===== config.mk =====
export PLATFORM = sky130hd
export DESIGN_NAME = pipeline_scoreboard
export DESIGN_NICKNAME = d
export VERILOG_FILES = /design/src/rtl/sb_pkg.sv /design/src/rtl/sb_wb_shift.sv /design/src/rtl/pipeline_scoreboard.sv
export SDC_FILE = /design/constraint.sdc
export NUM_CORES = 1
export LEC_CHECK = 0
export CORE_UTILIZATION = 60
export CTS_CLUSTER_DIAMETER = 200
export DETAILED_ROUTE_END_ITERATION = 7
export GPL_ROUTABILITY_DRIVEN = 0
export PLACE_DENSITY = 0.78
export SLEW_MARGIN = 15
export SYNTH_ARGS = -nofsm -noshare
export SYNTH_HDL_FRONTEND = slang
export SYNTH_SLANG_ARGS = --single-unit

===== constraint.sdc =====
create_clock -name clk -period 9.8 [get_ports clk]
set_input_delay 2.45 -clock clk [delete_from_list [all_inputs] [get_ports clk]]
set_output_delay 2.45 -clock clk [all_outputs]
set_load 0.01 [all_outputs]

===== src/rtl/sb_pkg.sv =====
// Shared types and helpers for the latency-aware issue scoreboard.
// The writeback entry carries a register address of the default architectural width.
package sb_pkg;
    localparam int SB_DEFAULT_MAX_LAT = 8;
    localparam int SB_REG_ADDR_W      = 5;

    typedef struct packed {
        logic                     valid;
        logic [SB_REG_ADDR_W-1:0] rd;
    } sb_wb_entry_t;

    function automatic int sb_lat_w(input int max_lat);
        return $clog2(max_lat + 1);
    endfunction
endpackage


===== src/rtl/sb_wb_shift.sv =====
// Writeback reservation shift register: entry k retires k cycles from now.
// Inserts land at an arbitrary depth; the query port reports occupancy at a given depth.
module sb_wb_shift
    import sb_pkg::*;
#(
    parameter int MAX_LAT = SB_DEFAULT_MAX_LAT,
    parameter int LAT_W   = sb_lat_w(MAX_LAT)
) (
    input  logic                     clk,
    input  logic                     rst,
    input  logic                     ins_en,
    input  logic [LAT_W-1:0]         ins_idx,
    input  logic [SB_REG_ADDR_W-1:0] ins_rd,
    input  logic [LAT_W-1:0]         qry_idx,
    output logic                     qry_valid,
    output sb_wb_entry_t             head
);
    sb_wb_entry_t pipe [MAX_LAT];

    always_ff @(posedge clk or posedge rst) begin
        if (rst) begin
            for (int k = 0; k < MAX_LAT; k++) pipe[k] <= '0;
        end else begin
            for (int k = 0; k < MAX_LAT - 1; k++) pipe[k] <= pipe[k+1];
            pipe[MAX_LAT-1] <= '0;
            for (int k = 0; k < MAX_LAT; k++) begin
                if (ins_en && ins_idx == LAT_W'(k)) pipe[k] <= '{valid: 1'b1, rd: ins_rd};
            end
        end
    end

    // A query index of MAX_LAT or above never matches, so it reads as free.
    always_comb begin
        qry_valid = 1'b0;
        for (int k = 0; k < MAX_LAT; k++) begin
            if (qry_idx == LAT_W'(k)) qry_valid = pipe[k].valid;
        end
    end

    assign head = pipe[0];
endmodule


===== src/rtl/pipeline_scoreboard.sv =====
// Issue-point scoreboard: per-register pending counters plus writeback slot reservation.
// Stalls Decode on RAW, WAW and writeback-port conflicts; reports the retiring destination.
module pipeline_scoreboard
    import sb_pkg::*;
#(
    parameter int  NUM_REGS   = 32,
    parameter int  REG_ADDR_W = SB_REG_ADDR_W,
    parameter int  MAX_LAT    = SB_DEFAULT_MAX_LAT,
    parameter bit  BYPASS     = 1'b1,
    parameter bit  X0_ZERO    = 1'b1,
    localparam int LAT_W      = sb_lat_w(MAX_LAT)
) (
    input  logic                  clk,
    input  logic                  rst,
    input  logic                  issue_valid,
    input  logic [REG_ADDR_W-1:0] issue_rd,
    input  logic                  issue_writes_rd,
    input  logic [REG_ADDR_W-1:0] issue_rs1,
    input  logic [REG_ADDR_W-1:0] issue_rs2,
    input  logic                  issue_uses_rs1,
    input  logic                  issue_uses_rs2,
    input  logic [LAT_W-1:0]      issue_lat,
    input  logic                  flush,
    output logic                  stall,
    output logic                  wb_valid,
    output logic [REG_ADDR_W-1:0] wb_rd,
    output logic [31:0]           stall_cnt
);
    logic [LAT_W-1:0] cnt [NUM_REGS];
    logic [LAT_W-1:0] lat_eff, cnt_rs1, cnt_rs2, cnt_rd;
    logic             rd_tracked, rs1_tracked, rs2_tracked;
    logic             raw, waw, slot_busy, accept;
    sb_wb_entry_t     head;

    function automatic logic is_tracked(input logic [REG_ADDR_W-1:0] r);
        return !X0_ZERO || (r != '0);
    endfunction

    function automatic logic src_busy(input logic [LAT_W-1:0] c);
        return (c > LAT_W'(1)) || (c == LAT_W'(1) && !BYPASS);
    endfunction

    // A zero latency is illegal; treating it as single-cycle keeps the slot index in range.
    assign lat_eff = (issue_lat == '0) ? LAT_W'(1) : issue_lat;

    always_comb begin
        cnt_rs1 = '0;
        cnt_rs2 = '0;
        cnt_rd  = '0;
        for (int r = 0; r < NUM_REGS; r++) begin
            if (issue_rs1 == REG_ADDR_W'(r)) cnt_rs1 = cnt[r];
            if (issue_rs2 == REG_ADDR_W'(r)) cnt_rs2 = cnt[r];
            if (issue_rd  == REG_ADDR_W'(r)) cnt_rd  = cnt[r];
        end
    end

    assign rd_tracked  = issue_writes_rd && is_tracked(issue_rd);
    assign rs1_tracked = issue_uses_rs1 && is_tracked(issue_rs1);
    assign rs2_tracked = issue_uses_rs2 && is_tracked(issue_rs2);

    assign raw    = (rs1_tracked && src_busy(cnt_rs1)) || (rs2_tracked && src_busy(cnt_rs2));
    assign waw    = rd_tracked && (cnt_rd > lat_eff);
    assign stall  = issue_valid && (raw || waw || (rd_tracked && slot_busy));
    assign accept = issue_valid && !stall && !flush;

    // A fresh reservation overrides the decrement, so same-cycle retire and re-issue keeps the new count.
    always_ff @(posedge clk or posedge rst) begin
        if (rst) begin
            for (int r = 0; r < NUM_REGS; r++) cnt[r] <= '0;
        end else begin
            for (int r = 0; r < NUM_REGS; r++) begin
                if (accept && rd_tracked && issue_rd == REG_ADDR_W'(r)) cnt[r] <= lat_eff;
                else if (cnt[r] != '0) cnt[r] <= cnt[r] - LAT_W'(1);
            end
        end
    end

    always_ff @(posedge clk or posedge rst) begin
        if (rst) stall_cnt <= '0;
        else if (issue_valid && stall && !flush && stall_cnt != '1) stall_cnt <= stall_cnt + 32'd1;
    end

    sb_wb_shift #(
        .MAX_LAT (MAX_LAT),
        .LAT_W   (LAT_W)
    ) u_wb_shift (
        .clk       (clk),
        .rst       (rst),
        .ins_en    (accept && rd_tracked),
        .ins_idx   (lat_eff - LAT_W'(1)),
        .ins_rd    (SB_REG_ADDR_W'(issue_rd)),
        .qry_idx   (lat_eff),
        .qry_valid (slot_busy),
        .head      (head)
    );

    assign wb_valid = head.valid;
    assign wb_rd    = REG_ADDR_W'(head.rd);
endmodule


# After elaboration in Yosys (flattened, before gate mapping)
# Index checks and enable logic that the tools add are counted.
[classes]
muxes = 177
reduce_logical = 132
n_lt_le_gt_ge = 3
addsub = 34
eq_ne = 108
[ops]
columns = ["operator", "n"]
rows = [
  ["4-bit two-way mux", 161],
  ["5-bit == test (second input constant)", 48],
  ["4-bit by 1-bit subtractor with 4-bit output (second input constant)", 33],
  ["4-bit nonzero test", 32],
  ["5-bit by 4-bit == test with 1-bit output (second input constant)", 24],
  ["2-bit nonzero test", 32],
  ["5-bit by 3-bit == test with 1-bit output (second input constant)", 12],
  ["1-bit logical AND", 54],
  ["6-bit two-way mux", 8],
  ["32-bit by 1-bit adder with 32-bit output (second input constant)", 1],
  ["4-bit by 3-bit == test with 1-bit output (second input constant)", 8],
  ["32-bit != test (second input constant)", 1],
  ["5-bit by 2-bit == test with 1-bit output (second input constant)", 6],
  ["4-bit by 2-bit == test with 1-bit output (second input constant)", 4],
  ["5-bit by 1-bit == test with 1-bit output (second input constant)", 3],
  ["5-bit zero test", 3],
  ["5-bit nonzero test", 3],
  ["4-bit zero test", 3],
  ["4-bit by 1-bit == test with 1-bit output (second input constant)", 2],
  ["4-bit by 1-bit > comparator with 1-bit output (second input constant)", 2],
  ["1-bit two-way mux", 8],
  ["4-bit > comparator", 1],
  ["1-bit logical OR", 3],
  ["1-bit zero test", 2],
]
[word_totals]
reg_bits = 208
word_cells = 503
out_inout_bits = 39
input_bits = 26

# Longest topological paths before layout
[depth]
depth_word = 45
mapped_depth = 22
ltp_nobuf = 19

# Cells and area by module
# A second synthesis with hierarchy kept.
[hier_totals]
hier_cells = 1596
hier_area_um2 = 15190.8
[modules_own_cells]
columns = ["module", "area_per_inst_um2", "seq_area_each_um2", "n_inst", "cells_per_inst"]
rows = [
  ["pipeline_scoreboard", 13241.4, 4003.8, 1, 1470],
  ["sb_wb_shift", 1949.4, 1201.2, 1, 126],
]

# Least setup slack after synthesis
# OpenSTA, ideal clock, no wires.
[synth_path]
path_kind = "in2out"
startpoint = "input issue_rd[0]"
endpoint = "output stall"
cell_stages = 19
path_slack_ns = 0.899
path_buffers = 6
required_time_ns = 7.350
t_arrival_ns = 6.451
path_cell_list = "clkbuf_1 clkbuf_1 buf_1 clkbuf_1 clkbuf_1 o21ai_0 a32oi_1 o21ai_0 o22ai_1 o221ai_1 ha_1 and4_1 a21oi_1 o21ai_0 a221o_1 a21oi_1 nor3_1 buf_2 nor2b_1"
[synth_via]
elab_chain_cells = 38
word_cells_on_any_way = 72
classes_between = "1 x order compare; 31 x eq/ne; 32 x mux; 8 x reduce/logical"
[synth_rtl]
columns = ["element", "line", "rtl"]
rows = [
  ["start, declared", "pipeline_scoreboard.sv:16", "input logic [REG_ADDR_W-1:0] issue_rd,"],
  ["5-bit zero test", "pipeline_scoreboard.sv:53", "if (issue_rd == REG_ADDR_W'(r)) cnt_rd = cnt[r];"],
  ["4-bit two-way mux (32 in series)", "pipeline_scoreboard.sv:53", ""],
  ["4-bit > comparator", "pipeline_scoreboard.sv:62", "assign waw = rd_tracked && (cnt_rd > lat_eff);"],
  ["1-bit logical AND", "pipeline_scoreboard.sv:62", ""],
  ["1-bit logical OR", "pipeline_scoreboard.sv:63", "assign stall = issue_valid && (raw || waw || (rd_tracked && slot_busy));"],
  ["1-bit logical OR (*)", "pipeline_scoreboard.sv:63", ""],
  ["1-bit logical AND (*)", "pipeline_scoreboard.sv:63", ""],
  ["end, declared", "pipeline_scoreboard.sv:24", "output logic stall,"],
]
# Every way passes the cells marked *; elsewhere a longest branch is shown, timed or not.

# Worst setup path in the final report
[layout_path]
startpoint = "input issue_rd[4]"
endpoint = "output stall"
# Same word-level chain as after synthesis.

==> impl_metrics.ini <==
[yosys]
synth.yosys.seq_area_share_pct = 34.0
syn_nets = 1713
syn_area_sq_mm = 0.0153
yosys_warnings = 0
netlist_instances = 1618
synth-edff-count = 0
synth_cell_type_count = 87
ys.flop_type = dfrtp_1
avgSynthCellArea_sq_um = 9.45
synth-seq-cells = 208
ys_async_sr_fraction_pct = 100

[timing]
skew_ps = 15.4
min_period_ps = 9550
setup_viol = 0
finalCritPeriodShare_pct = 97.5
hold_viol = 0
worstMarginPinSlew_ps = 1010
rsz0062_at_grt = false
max_freq_ghz = 0.105
worst_slack_ps = 246
slew_headroom_pct = 32.2
slew_violations = 0
fin_setup_tns_ps = 0

[clocking]
clock_sink_count = 208
clk_path_buf_depth = 3
clkLatencyLatePin_ps = 530
cts_made_buffers = 23
cts_hold_buf = 0
htreeDepth = 1
cts_root_buf = clkbuf_16
tritoncts = yes
path_clk_slew_ps = 60

[pwr]
sw_frac_of_total_pct = 40.7
p_leak_nw = 7.90
powerDensity_mw_per_mm2 = 263
vdd_ir_drop_max_v = 0.000221
clkPwrFrac_pct = 20.8
comb_power_share_pct = 42.2
seq_power_share_pct = 36.9
total_power_mw = 4.47
switching_power_mw = 1.82
p_int_mw = 2.65

[flow_run]
cap_violations = 0

[floorplanning]
rows = 58
dieArea_sq_mm = 0.0261
ios = 65
core_sq_mm = 0.0251
start_util_pct = 60.9
die_x_um = 162
die_h_um = 162

[setup_path]
critPathLaunchType = input port
end_kind = output port
worstPathArrival_ps = 7100
worstSetupPathType = input port to output port
cp_max_fo = 22
required_ps = 7350

[global_route]
grt_max_degree = 138
first_global_vias = 12900
grt-ovfl-total = 0
antenna_found_initial = 1
grt_usage_pct = 35.7
grt_pass1_wl_um = 72800

[layout]
drive_gt1_share_pct = 14.5
syn2layout_area_growth_pct = 11.3
final_net_count = 1740
num_antenna_cells = 0
postLayoutCellArea_sq_mm = 0.0170

[detailed_routing]
wl_um = 46700
final_antenna_net_count = 0
dr.pass1.iters = 7
drtIter0Drc = 1840
routed-via-count = 13800
wire_per_inst_um = 23.5
drc = 0
vias_per_cell = 6.92

[placed_design]
place_area_sq_mm = 0.0162
hpwl_um = 33000
port_buffers = 64
post-place-ws_ps = 186

[worst_hold_path]
hold_class = flip-flop to flip-flop

[status]
status = complete, no violations
metal layers:
metal,track usage (%),routed length (um),vias to the layer above
met5,0,11,-
met4,16.8,2740,2
met3,8.19,5470,252
met2,54.9,20100,946
met1,47.7,18400,6570
li1,-,-,5984
cell families (layout without fill, tap and decap cells):
family | Yosys count | after routing | synth area share (%)
fa+ha+maj | 69 | 69 | 5.65
buf+inv | 193 | 233 | 5.26
xor+xnor | 92 | 92 | 5.27
compound gates | 316 | 316 | 13.7
simple gates | 504 | 504 | 19.0
mux | 236 | 236 | 17.1
flops | 208 | 208 | 34.0
through the flow:
| stage | std cells | utilization [%] | hold WS [ps] |
|---|---|---|---|
| global placement | 1950 | 64.5 | 442 |
| finish | 1988 | 67.8 | 458 |
| global route | 1988 | 67.8 | 490 |
| detailed placement | 1950 | 64.5 | 448 |
| CTS | 1988 | 67.7 | 464 |
| floorplan | 1618 | - | 427 |
area by class of cell:
class	count	area (sq um)
clock buffers	32	669
clock inverters	6	134
repair buffers	105	941
fillers	2003	8090
flip-flops and latches	208	5200
multi-input cells	1217	9310
well taps	330	413
inverters	90	345
worst max-delay path, stage by stage:
cell and delay (ps):
clkdlybuf4s50_1 550, buf_4 290, nor3b_1 110, a31oi_1 170, nor2_1 70, a221oi_1 360, a221oi_2 70, a221oi_1 250
a221oi_1 140, o22ai_1 210, o221ai_1 150, ha_1 350, and4_1 220, a21oi_1 170, o21ai_0 140, a221o_1 410
a21oi_2 210, nor3_2 110, nor2b_1 130, clkdlybuf4s50_1 540
synth_stat cells (7+ instances only):
master / n / area (sq um)
buf_4: 11 / 82.6
o221ai_1: 8 / 70.1
mux2_2: 98 / 1100
nor3_1: 64 / 320
mux4_2: 10 / 225
a221oi_1: 13 / 114
a21oi_1: 84 / 420
and2_1: 11 / 68.8
nand3b_1: 11 / 82.6
o211ai_1: 13 / 97.6
nor4_1: 13 / 81.3
a31oi_1: 14 / 87.6
buf_2: 25 / 125
inv_1: 89 / 334
nand3_1: 33 / 165
and3_1: 11 / 68.8
nand2_1: 75 / 282
ha_1: 69 / 863
mux2i_1: 127 / 1270
o21ai_0: 61 / 305
or3_1: 34 / 213
xnor2_1: 57 / 499
o2111ai_1: 11 / 96.3
nor3b_1: 35 / 263
xor2_1: 35 / 307
nand2b_1: 24 / 150
buf_1: 9 / 33.8
o22ai_1: 21 / 131
a21o_1: 7 / 52.6
nor2b_1: 15 / 93.8
dfrtp_1: 208 / 5200
nor2_1: 94 / 353
nand4_1: 12 / 75.1
clkbuf_1: 57 / 214
nand3_2: 30 / 300
power groups by stage:
| stage | registers (mW) | clock network, mW | logic, mW |
|---|---|---|---|
| after detailed placement | 1.62 | 0 | 1.85 |
| after global placement | 1.62 | 0 | 1.76 |
| after global routing | 1.67 | 0.976 | 2.09 |
| after floorplan | 1.42 | 0 | 1.47 |
| final | 1.65 | 0.933 | 1.89 |
| after CTS | 1.61 | 0.946 | 1.87 |
final timing paths:
path / endpoint / cells past startpoint / start / slack [ps]
min reg2reg: u_wb_shift.pipe[17]$_DFF_PP0_ / 1 / u_wb_shift.pipe[11]$_DFF_PP0_ / 460
max: stall / 20 / issue_rd[4] / 250
min: u_wb_shift.pipe[17]$_DFF_PP0_ / 1 / u_wb_shift.pipe[11]$_DFF_PP0_ / 460
max in group asynchronous: cnt[72]$_DFFE_PP0P_ / 3 / rst / 5750
min in group asynchronous: u_wb_shift.pipe[11]$_DFF_PP0_ / 2 / rst / 2470
max reg2reg: u_wb_shift.pipe[21]$_DFF_PP0_ / 17 / cnt[115]$_DFFE_PP0P_ / 4240
flip-flops by register name, summed over array words and instances (netlist names):
name and flops:
u_wb_shift.head 6, cnt 128, stall_cnt 32, u_wb_shift.pipe 42
cell usage in the layout (no fill, tap or decap), types with 35 or more instances in the layout:
cell type        synthesis  final
ha_1                    69     69
xnor2_1                 57     57
o21ai_0                 61     61
dfrtp_1                208    208
nor3_1                  64     63
nand2_1                 75     75
buf_4                   11     40
nor2_1                  94     93
mux2i_1                127    127
a21oi_1                 84     83
inv_1                   89     88
xor2_1                  35     35
mux2_2                  98     98
clkdlybuf4s50_1          0     60
what timing repair did:
item,4_1_cts,5_1_grt
setup buffers,0,0
gates resized for setup,0,3
endpoints found under the setup margin,0,1
(Power assumes the default switching activity.)
